`src/rtl/header_miner_ctrl.sv`:
```
// Nonce-sweep controller for a sha256 core: loads an 80-byte header byte-serially,
// walks the little-endian nonce field and stops on the first hash meeting the zero mask.
module header_miner_ctrl #(
  parameter int ZBITS = 32
) (
  input  logic         clk,
  input  logic         rst,
  input  logic [7:0]   din,
  input  logic         din_valid,
  input  logic         go,
  input  logic         abort,
  output logic [639:0] block,
  output logic         sha_start,
  input  logic         sha_done,
  input  logic [255:0] sha_hash,
  output logic         loaded,
  output logic         busy,
  output logic         found,
  output logic         exhausted,
  output logic [31:0]  nonce_out
);

  typedef enum logic [2:0] {
    S_IDLE,
    S_HASH_START,
    S_HASH_WAIT,
    S_CHECK,
    S_FOUND,
    S_EXHAUSTED
  } state_e;

  localparam logic [255:0] ZMASK = (256'd1 << ZBITS) - 256'd1;

  state_e       state_q, state_d;
  logic [607:0] hdr_q, hdr_d;      // header bytes 0..75; bytes 76..79 live in n_q
  logic [6:0]   cnt_q, cnt_d;
  logic [31:0]  n_q, n_d;
  logic         loaded_q, loaded_d;
  logic         win_q, win_d;
  logic         start_q;
  logic         take;
  logic [9:0]   base;

  assign busy = (state_q == S_HASH_START) || (state_q == S_HASH_WAIT) || (state_q == S_CHECK);
  assign take = din_valid && !busy;
  assign base = 10'd607 - {cnt_q, 3'b000};

  // NOTE: every variable assigned here gets a default first, so no path can infer a latch.
  always_comb begin
    state_d  = state_q;
    hdr_d    = hdr_q;
    cnt_d    = cnt_q;
    n_d      = n_q;
    loaded_d = loaded_q;
    win_d    = win_q;

    if (take) begin
      if (cnt_q < 7'd76) begin
        hdr_d[base -: 8] = din;
      end else begin
        case (cnt_q)
          7'd76:   n_d[7:0]   = din;
          7'd77:   n_d[15:8]  = din;
          7'd78:   n_d[23:16] = din;
          7'd79:   n_d[31:24] = din;
          default: ;
        endcase
      end
      cnt_d = (cnt_q == 7'd79) ? 7'd0 : cnt_q + 7'd1;
      if (cnt_q == 7'd79)     loaded_d = 1'b1;
      else if (cnt_q == 7'd0) loaded_d = 1'b0;
    end

    unique case (state_q)
      S_IDLE:       if (go && loaded_q) state_d = S_HASH_START;
      S_HASH_START: state_d = S_HASH_WAIT;
      S_HASH_WAIT: begin
        if (sha_done) begin
          win_d   = ((sha_hash & ZMASK) == '0);
          state_d = S_CHECK;
        end
      end
      S_CHECK: begin
        if (win_q) begin
          state_d = S_FOUND;
        end else if (n_q == '1) begin
          state_d = S_EXHAUSTED;
        end else if (!abort) begin
          n_d     = n_q + 32'd1;
          state_d = S_HASH_START;
        end
      end
      S_FOUND, S_EXHAUSTED: begin
        // go uses the pre-edge loaded flag, even if a new byte 0 lands this cycle
        if (go && loaded_q)                      state_d = S_HASH_START;
        else if (go || (take && cnt_q == 7'd0))  state_d = S_IDLE;
      end
      default: state_d = S_IDLE;
    endcase

    if (abort) state_d = S_IDLE;
  end

  // NOTE: sequential state uses non-blocking assignments so every register samples pre-edge values.
  always_ff @(posedge clk or posedge rst) begin
    if (rst) begin
      state_q  <= S_IDLE;
      hdr_q    <= '0;
      cnt_q    <= '0;
      n_q      <= '0;
      loaded_q <= 1'b0;
      win_q    <= 1'b0;
      start_q  <= 1'b0;
    end else begin
      state_q  <= state_d;
      hdr_q    <= hdr_d;
      cnt_q    <= cnt_d;
      n_q      <= n_d;
      loaded_q <= loaded_d;
      win_q    <= win_d;
      start_q  <= (state_d == S_HASH_START);
    end
  end

  // start comes straight from a flop so it cannot glitch while the state decodes
  assign sha_start = start_q;
  assign block     = {hdr_q, n_q[7:0], n_q[15:8], n_q[23:16], n_q[31:24]};
  assign loaded    = loaded_q;
  assign found     = (state_q == S_FOUND);
  assign exhausted = (state_q == S_EXHAUSTED);
  assign nonce_out = n_q;

endmodule

```
`config.mk`:
```
export PLATFORM = sky130hd
export DESIGN_NAME = header_miner_ctrl
export DESIGN_NICKNAME = d
export VERILOG_FILES = /design/src/rtl/header_miner_ctrl.sv
export SDC_FILE = /design/constraint.sdc
export NUM_CORES = 1
export LEC_CHECK = 0
export ABC_AREA = 1
export CORE_AREA = 2 2 373 375
export DETAILED_ROUTE_END_ITERATION = 8
export DIE_AREA = 0 0 375 377
export GPL_ROUTABILITY_DRIVEN = 0
export PLACE_DENSITY = 0.45
export SLEW_MARGIN = 20
export SYNTH_ARGS = -nofsm -noshare
export SYNTH_HDL_FRONTEND = slang
export SYNTH_SLANG_ARGS = --single-unit
```
`constraint.sdc`:
```
create_clock -name clk -period 57.5 [get_ports clk]
set_input_delay 14.375 -clock clk [delete_from_list [all_inputs] [get_ports clk]]
set_output_delay 14.375 -clock clk [all_outputs]
set_load 0.02 [all_outputs]
```
==> metrics.cfg, run 1 <==
[outcome]
status = finished, final reports clean

[sta]
rsz0062_at_grt = no
max_freq_mhz = 53.6
min_period_ns = 18.65
setup_viol = 0
hold_violations = 0
fin_hold_ws_ns = 0.469
fin_crit_sh = 0.324
slew_headroom = 0.312
tightest_slew_ns = 1.02
finClkSkew_ns = 0.0377
fin_setup_tns_ns = 0
slew_viol_final = 0

[cts]
clkSinkCount = 653
cts_root_buffer = clkbuf_16
numCtsBuffers = 82
clock_latency_ns = 0.70
clkTransAtPathRegs_ns = 0.06
htreeDepth = 3
ctsLongestPathBuffers = 3
cts-resized-gates = 0
postCtsHoldBufs = 0
cts_setup_buffers = 0
cts_tree = yes

[yosys]
syn_avg_cell_area_um2 = 8.62
synth_area_leader_cell = dfrtp_1
syn-cell-area_um2 = 28100
synth.area.top_cells = dfrtp_1 58%, nand2_1 15%, o21ai_0 9.8%
ys_seq_area_frac = 0.581
synthMostInstantiatedCell = nand2_1
synth_nets = 3544
async_flop_share = 1.00
netlist_instances = 3265
yosys-top-cells-count = 1104 x nand2_1, 653 x dfrtp_1, 553 x o21ai_0
ys_warn_count = 0
synth-edff-count = 0
synth_cell_types = 38
ys_ff_latch = 653
synth_top_area_share = 0.581
ys.flop_type = dfrtp_1

[critical_path]
critPathCaptureType = asynchronous set/reset pin
path_class = input pin to asynchronous set/reset pin
cp.required_ns = 58.22
startpoint_type = input pin
crit_fanout = 91
arrival_ns = 19.37
timing.rr.end = hdr_q[11]
cp-endpoint = hdr_q[15]
crit_path_start = rst
reg2regPathDepth = 11
r2r_slack_ns = 53.36
timing.rr.start = cnt_q[2]

[route]
drc = 0
ant_nets = 0
routedWlPerCell_um = 22.4
wl_um = 130000
firstDrtPassIters = 5
vias_per_cell = 4.25
vias = 24600
drtIter0Drc = 1696

[floorplanning]
die_area_um2 = 141000
io_pins = 947
rows = 136
die_h_um = 377
coreArea_um2 = 137000
start_util = 0.205
die_x_um = 375

[placement]
dp_hpwl_um = 96100
portBuffers = 722
numPlacedInstances = 5632

[power]
ir_worst_vdd_mv = 0.0319
total_power_mw = 1.46
leakage_nw = 16.6
powerDensity_nw_per_um2 = 36.9

[global_routing]
grt.total_usage = 0.181
grt_pass1_wl_um = 185000
overflow = 0
grt_start_max_net_pins = 161
antenna_found_initial = 2
grt_pass1_vias = 24600

[final_layout]
drive_gt1_frac = 0.0617
fillers = 14700
layout.nets = 4201
syn_to_final_growth_pct = 41.3
finalNonFillerCells = 5779

[run]
max-cap-violations = 0

[hold_path]
hold_start = hdr_q[475]
hp-class = register to register

-- cells in the final DEF (no fill, tap or decap), types with 12 or more instances in the layout --
cell,Yosys,layout
nand3_1,113,113
nand2_1,1104,1104
buf_4,38,24
clkdlybuf4s50_1,0,722
clkbuf_16,0,83
nand3_4,12,12
o21ai_0,553,553
dfrtp_1,653,652
nor3_1,30,30
clkbuf_8,0,14
clkinv_2,0,18
nor2_1,270,261
o21ai_1,28,28
a21oi_1,12,12
inv_1,184,181
nor2_2,10,17
xor2_1,16,16
nand4_1,30,30
-- stage by stage --
step                utilization  cell area (µm²)  setup WS, ns
detailed placement        0.270            36900         37.77
finish                    0.290            39800         38.85
floorplan                     -            28100         24.83
global placement          0.270            36900         37.78
global route              0.290            39700         38.10
CTS                       0.290            39700         38.56
-- final cells by class --
type,instances,area (µm²),share of cell area
Antenna cell,1,2.50,0.0000630
Clock buffer,106,2300,0.0579
Clock inverter,40,519,0.0131
Inverter,195,753,0.0189
Multi-Input combinational cell,2243,10200,0.256
Sequential cell,653,16300,0.411
Tap cell,1794,2240,0.0565
Timing Repair Buffer,747,7430,0.187
-- worst max-delay path: stages --
cell	delay [ns]
clkdlybuf4s50_1	0.49
inv_8	0.44
buf_4	0.76
buf_4	0.87
buf_4	0.68
buf_4	0.82
buf_4	0.76
-- cells by family after synthesis --
logic type	share of synthesized area
simple gates	0.243
flops	0.581
compound gates	0.106
buf+inv	0.0600
xor+xnor	0.00618
fa+ha+maj	0.00400
-- state kept, by name (all words and copies together) (netlist names) --
register and flops:
loaded 1, state_q 3, nonce_out 32, hdr_q 608, cnt_q 7, sha_start 1, win_q 1
-- worst min path at each step --
stage | cells past startpoint | end | slack [ns]
floorplan | 2 | win_q | 0.45
finish | 2 | hdr_q[475] | 0.47
global route | 2 | hdr_q[432] | 0.49
CTS | 2 | hdr_q[475] | 0.47
detailed placement | 2 | hdr_q[299] | 0.46
global placement | 2 | hdr_q[299] | 0.46
-- power breakdown --
part,internal [mW],switching [mW],total [mW]
clock network,0.328,0.221,0.550
registers,0.486,0.0197,0.506
logic,0.0891,0.320,0.409
total,0.904,0.561,1.46
-- per-layer routing --
metal / global-route usage / routed length (µm) / up-vias
met5: 0 / 0 / -
met4: 0.0565 / 3420 / 0
met3: 0.0486 / 8700 / 138
met2: 0.292 / 60400 / 689
met1: 0.234 / 57100 / 11900
li1: - / - / 11800
(Power assumes the default switching activity.)
==> run 2: changes to the inputs <==
CORE_AREA = 2 2 367 369   (was 2 2 373 375)
DIE_AREA = 0 0 369 371   (was 0 0 375 377)
PLACE_DENSITY = 0.46   (was 0.45)
clock period = 17.6 ns   (was 57.5 ns; I/O delays follow)
==> run 2 against run 1 <==
  * Register-to-register slack got worse by 40 ns
  * Final area shrank 0.50%
  * Flip-flop and latch count stayed put
  * Sequential power rose to 3.3 times the previous value
  * Critical path type unchanged
  * Highest routed layer unchanged
==> metrics.cfg, run 2 (same netlist as run 1, synthesis figures left out) <==
[floorplanning]
die_h_um = 371  ; was 377 µm
die_area_um2 = 137000  ; was 141000 µm²
io_pins = 947  ; unchanged
die_x_um = 369  ; was 375 µm
rows = 134  ; was 136
coreArea_um2 = 133000  ; was 137000 µm²
start_util = 0.212  ; was 0.205

[sta]
hold_violations = 0  ; unchanged
setup_viol = 0  ; unchanged
fin_setup_tns_ns = 0  ; unchanged
fin_crit_sh = 0.404
tightest_slew_ns = 1.08  ; was 1.02 ns
slew_viol_final = 0  ; unchanged
min_period_ns = 7.10
max_freq_mhz = 141
slew_headroom = 0.278  ; was 0.312
rsz0062_at_grt = no  ; unchanged
finClkSkew_ns = 0.0207  ; was 0.0377 ns

[critical_path]
crit_chain = clkdlybuf4s50_1 > clkinvlp_4 > buf_4 > buf_4 > buf_12  ; was clkdlybuf4s50_1 > inv_8 > buf_4 > buf_4 > buf_4 > buf_4 > buf_4
crit_family = buffers and inverters  ; unchanged
arrival_ns = 7.78  ; was 19.37 ns
startpoint_type = input pin  ; unchanged
path_class = input pin to asynchronous set/reset pin  ; unchanged
reg2regPathDepth = 9  ; was 11
cpPeakStageDelay_ns = 0.70  ; was 0.87 ns
r2r_slack_ns = 13.39  ; was 53.36 ns
cp.required_ns = 18.28  ; was 58.22 ns
slowest_stage = buf_4  ; unchanged
critPathCaptureType = asynchronous set/reset pin  ; unchanged
timing.rr.end = hdr_q[196]  ; was hdr_q[11]
timing.rr.start = cnt_q[2]  ; unchanged
path_buf_inv = 5  ; was 7
cp_common_cell = buf_4  ; unchanged
crit_fanout = 139  ; was 91

[cts]
cts_setup_buffers = 0  ; unchanged
clkSinkCount = 653  ; unchanged
ctsLongestPathBuffers = 3  ; unchanged
cts_root_buffer = clkbuf_16  ; unchanged
clock_latency_ns = 0.70  ; about the same
numCtsBuffers = 81  ; was 82
cts_tree = yes  ; unchanged
clkTransAtPathRegs_ns = 0.06  ; about the same
htreeDepth = 3  ; unchanged
cts-resized-gates = 0  ; unchanged
postCtsHoldBufs = 0  ; unchanged

[power]
switching_share = 0.391  ; was 0.383
ir_worst_vdd_mv = 0.0856  ; was 0.0319 mV
pwr-share-seq = 0.353  ; was 0.345
p_sw_mw = 1.84  ; was 0.561 mW
pwr-share-clk = 0.360  ; was 0.375
total_power_mw = 4.71  ; was 1.46 mW
intPower_mw = 2.87  ; was 0.904 mW
powerDensity_nw_per_um2 = 119  ; was 36.9 nW/µm²
leakage_nw = 16.5  ; was 16.6 nW
combPwrFrac = 0.287  ; was 0.279

[final_layout]
regMostFlops = hdr_q  ; unchanged
mostFrequentLayoutCell = nand2_1  ; unchanged
largest_register_ffs = 608  ; unchanged
drive_gt1_frac = 0.0579  ; was 0.0617
final_cell_mix = 1104 x nand2_1, 722 x clkdlybuf4s50_1, 652 x dfrtp_1  ; unchanged
layout.nets = 4197  ; was 4201
syn_to_final_growth_pct = 40.6  ; was 41.3%
finalNonFillerCells = 5744  ; was 5779
fillers = 14300  ; was 14.7k

[global_routing]
grt_pass1_vias = 24400  ; was 24.6k
grt_pass1_wl_um = 183000  ; was 185000 µm
antenna_found_initial = 7  ; was 2
grt_start_max_net_pins = 147  ; was 161
grt.total_usage = 0.185  ; was 0.181
overflow = 0  ; unchanged

[placement]
dp_hpwl_um = 95300  ; was 96100 µm
numPlacedInstances = 5603  ; was 5632
portBuffers = 722  ; unchanged

[hold_path]
whs_path_depth = 2  ; unchanged
hold_start = hdr_q[317]  ; was hdr_q[475]
hold_end = hdr_q[317]  ; was hdr_q[475]
hp-class = register to register  ; unchanged

[route]
wl_um = 129000  ; was 130000 µm
drtIter0Drc = 1794  ; was 1696
vias_per_cell = 4.30  ; was 4.25
vias = 24700  ; was 24.6k
drc = 0  ; unchanged
routedWlPerCell_um = 22.4  ; about the same
ant_nets = 0  ; unchanged
firstDrtPassIters = 5  ; unchanged

[outcome]
status = finished, final reports clean  ; unchanged

[run]
max-cap-violations = 0  ; unchanged

run 2: through the flow:
step / utilization / hold slack, ns / setup slack (ns) / cell area [µm²]
CTS: 0.298 / 0.474 / 10.44 / 39600
finish: 0.298 / 0.467 / 10.50 / 39600
global placement: 0.278 / 0.456 / 9.65 / 36900
detailed placement: 0.278 / 0.458 / 9.68 / 36900
global route: 0.298 / 0.498 / 10.06 / 39600
floorplan: - / 0.453 / 4.28 / 28100
run 2: power groups by stage:
stage | combinational (mW) | clock (mW) | sequential (mW)
global route | 1.46 | 1.81 | 1.67
detailed placement | 1.39 | 0 | 1.69
floorplan | 0.630 | 0 | 1.77
CTS | 1.39 | 1.74 | 1.66
global placement | 1.39 | 0 | 1.69
finish | 1.35 | 1.70 | 1.66
run 2: cell type report:
cell class	count	area [µm²]	area share
Timing Repair Buffer	744	7420	0.188
Clock inverter	25	338	0.00854
Antenna cell	1	2.50	0.0000633
Sequential cell	653	16300	0.413
Clock buffer	115	2330	0.0590
Tap cell	1768	2210	0.0559
Multi-Input combinational cell	2243	10200	0.257
Inverter	195	748	0.0189
run 2: worst max path at each step:
stage               slack [ns]  startpoint  depth (start not counted)         end
floorplan                 4.28         rst                          1    cnt_q[0]
global placement          9.65         rst                          5  hdr_q[592]
detailed placement        9.68         rst                          5   hdr_q[80]
CTS                      10.44         rst                          5   hdr_q[82]
global route             10.06         rst                          5  hdr_q[338]
finish                   10.50         rst                          5   hdr_q[20]
run 2: layer usage:
metal	global-route usage	wire length, µm
met1	0.242	57200
met3	0.0491	8320
met2	0.302	60500
met4	0.0451	2880
met5	0	0
run 2: tightest hold or removal path, delay by kind of cell, from the launching register on:
kind,cells,cell delay (ns)
flip-flops,1,0.34
AND/OR/NAND/NOR,2,0.09
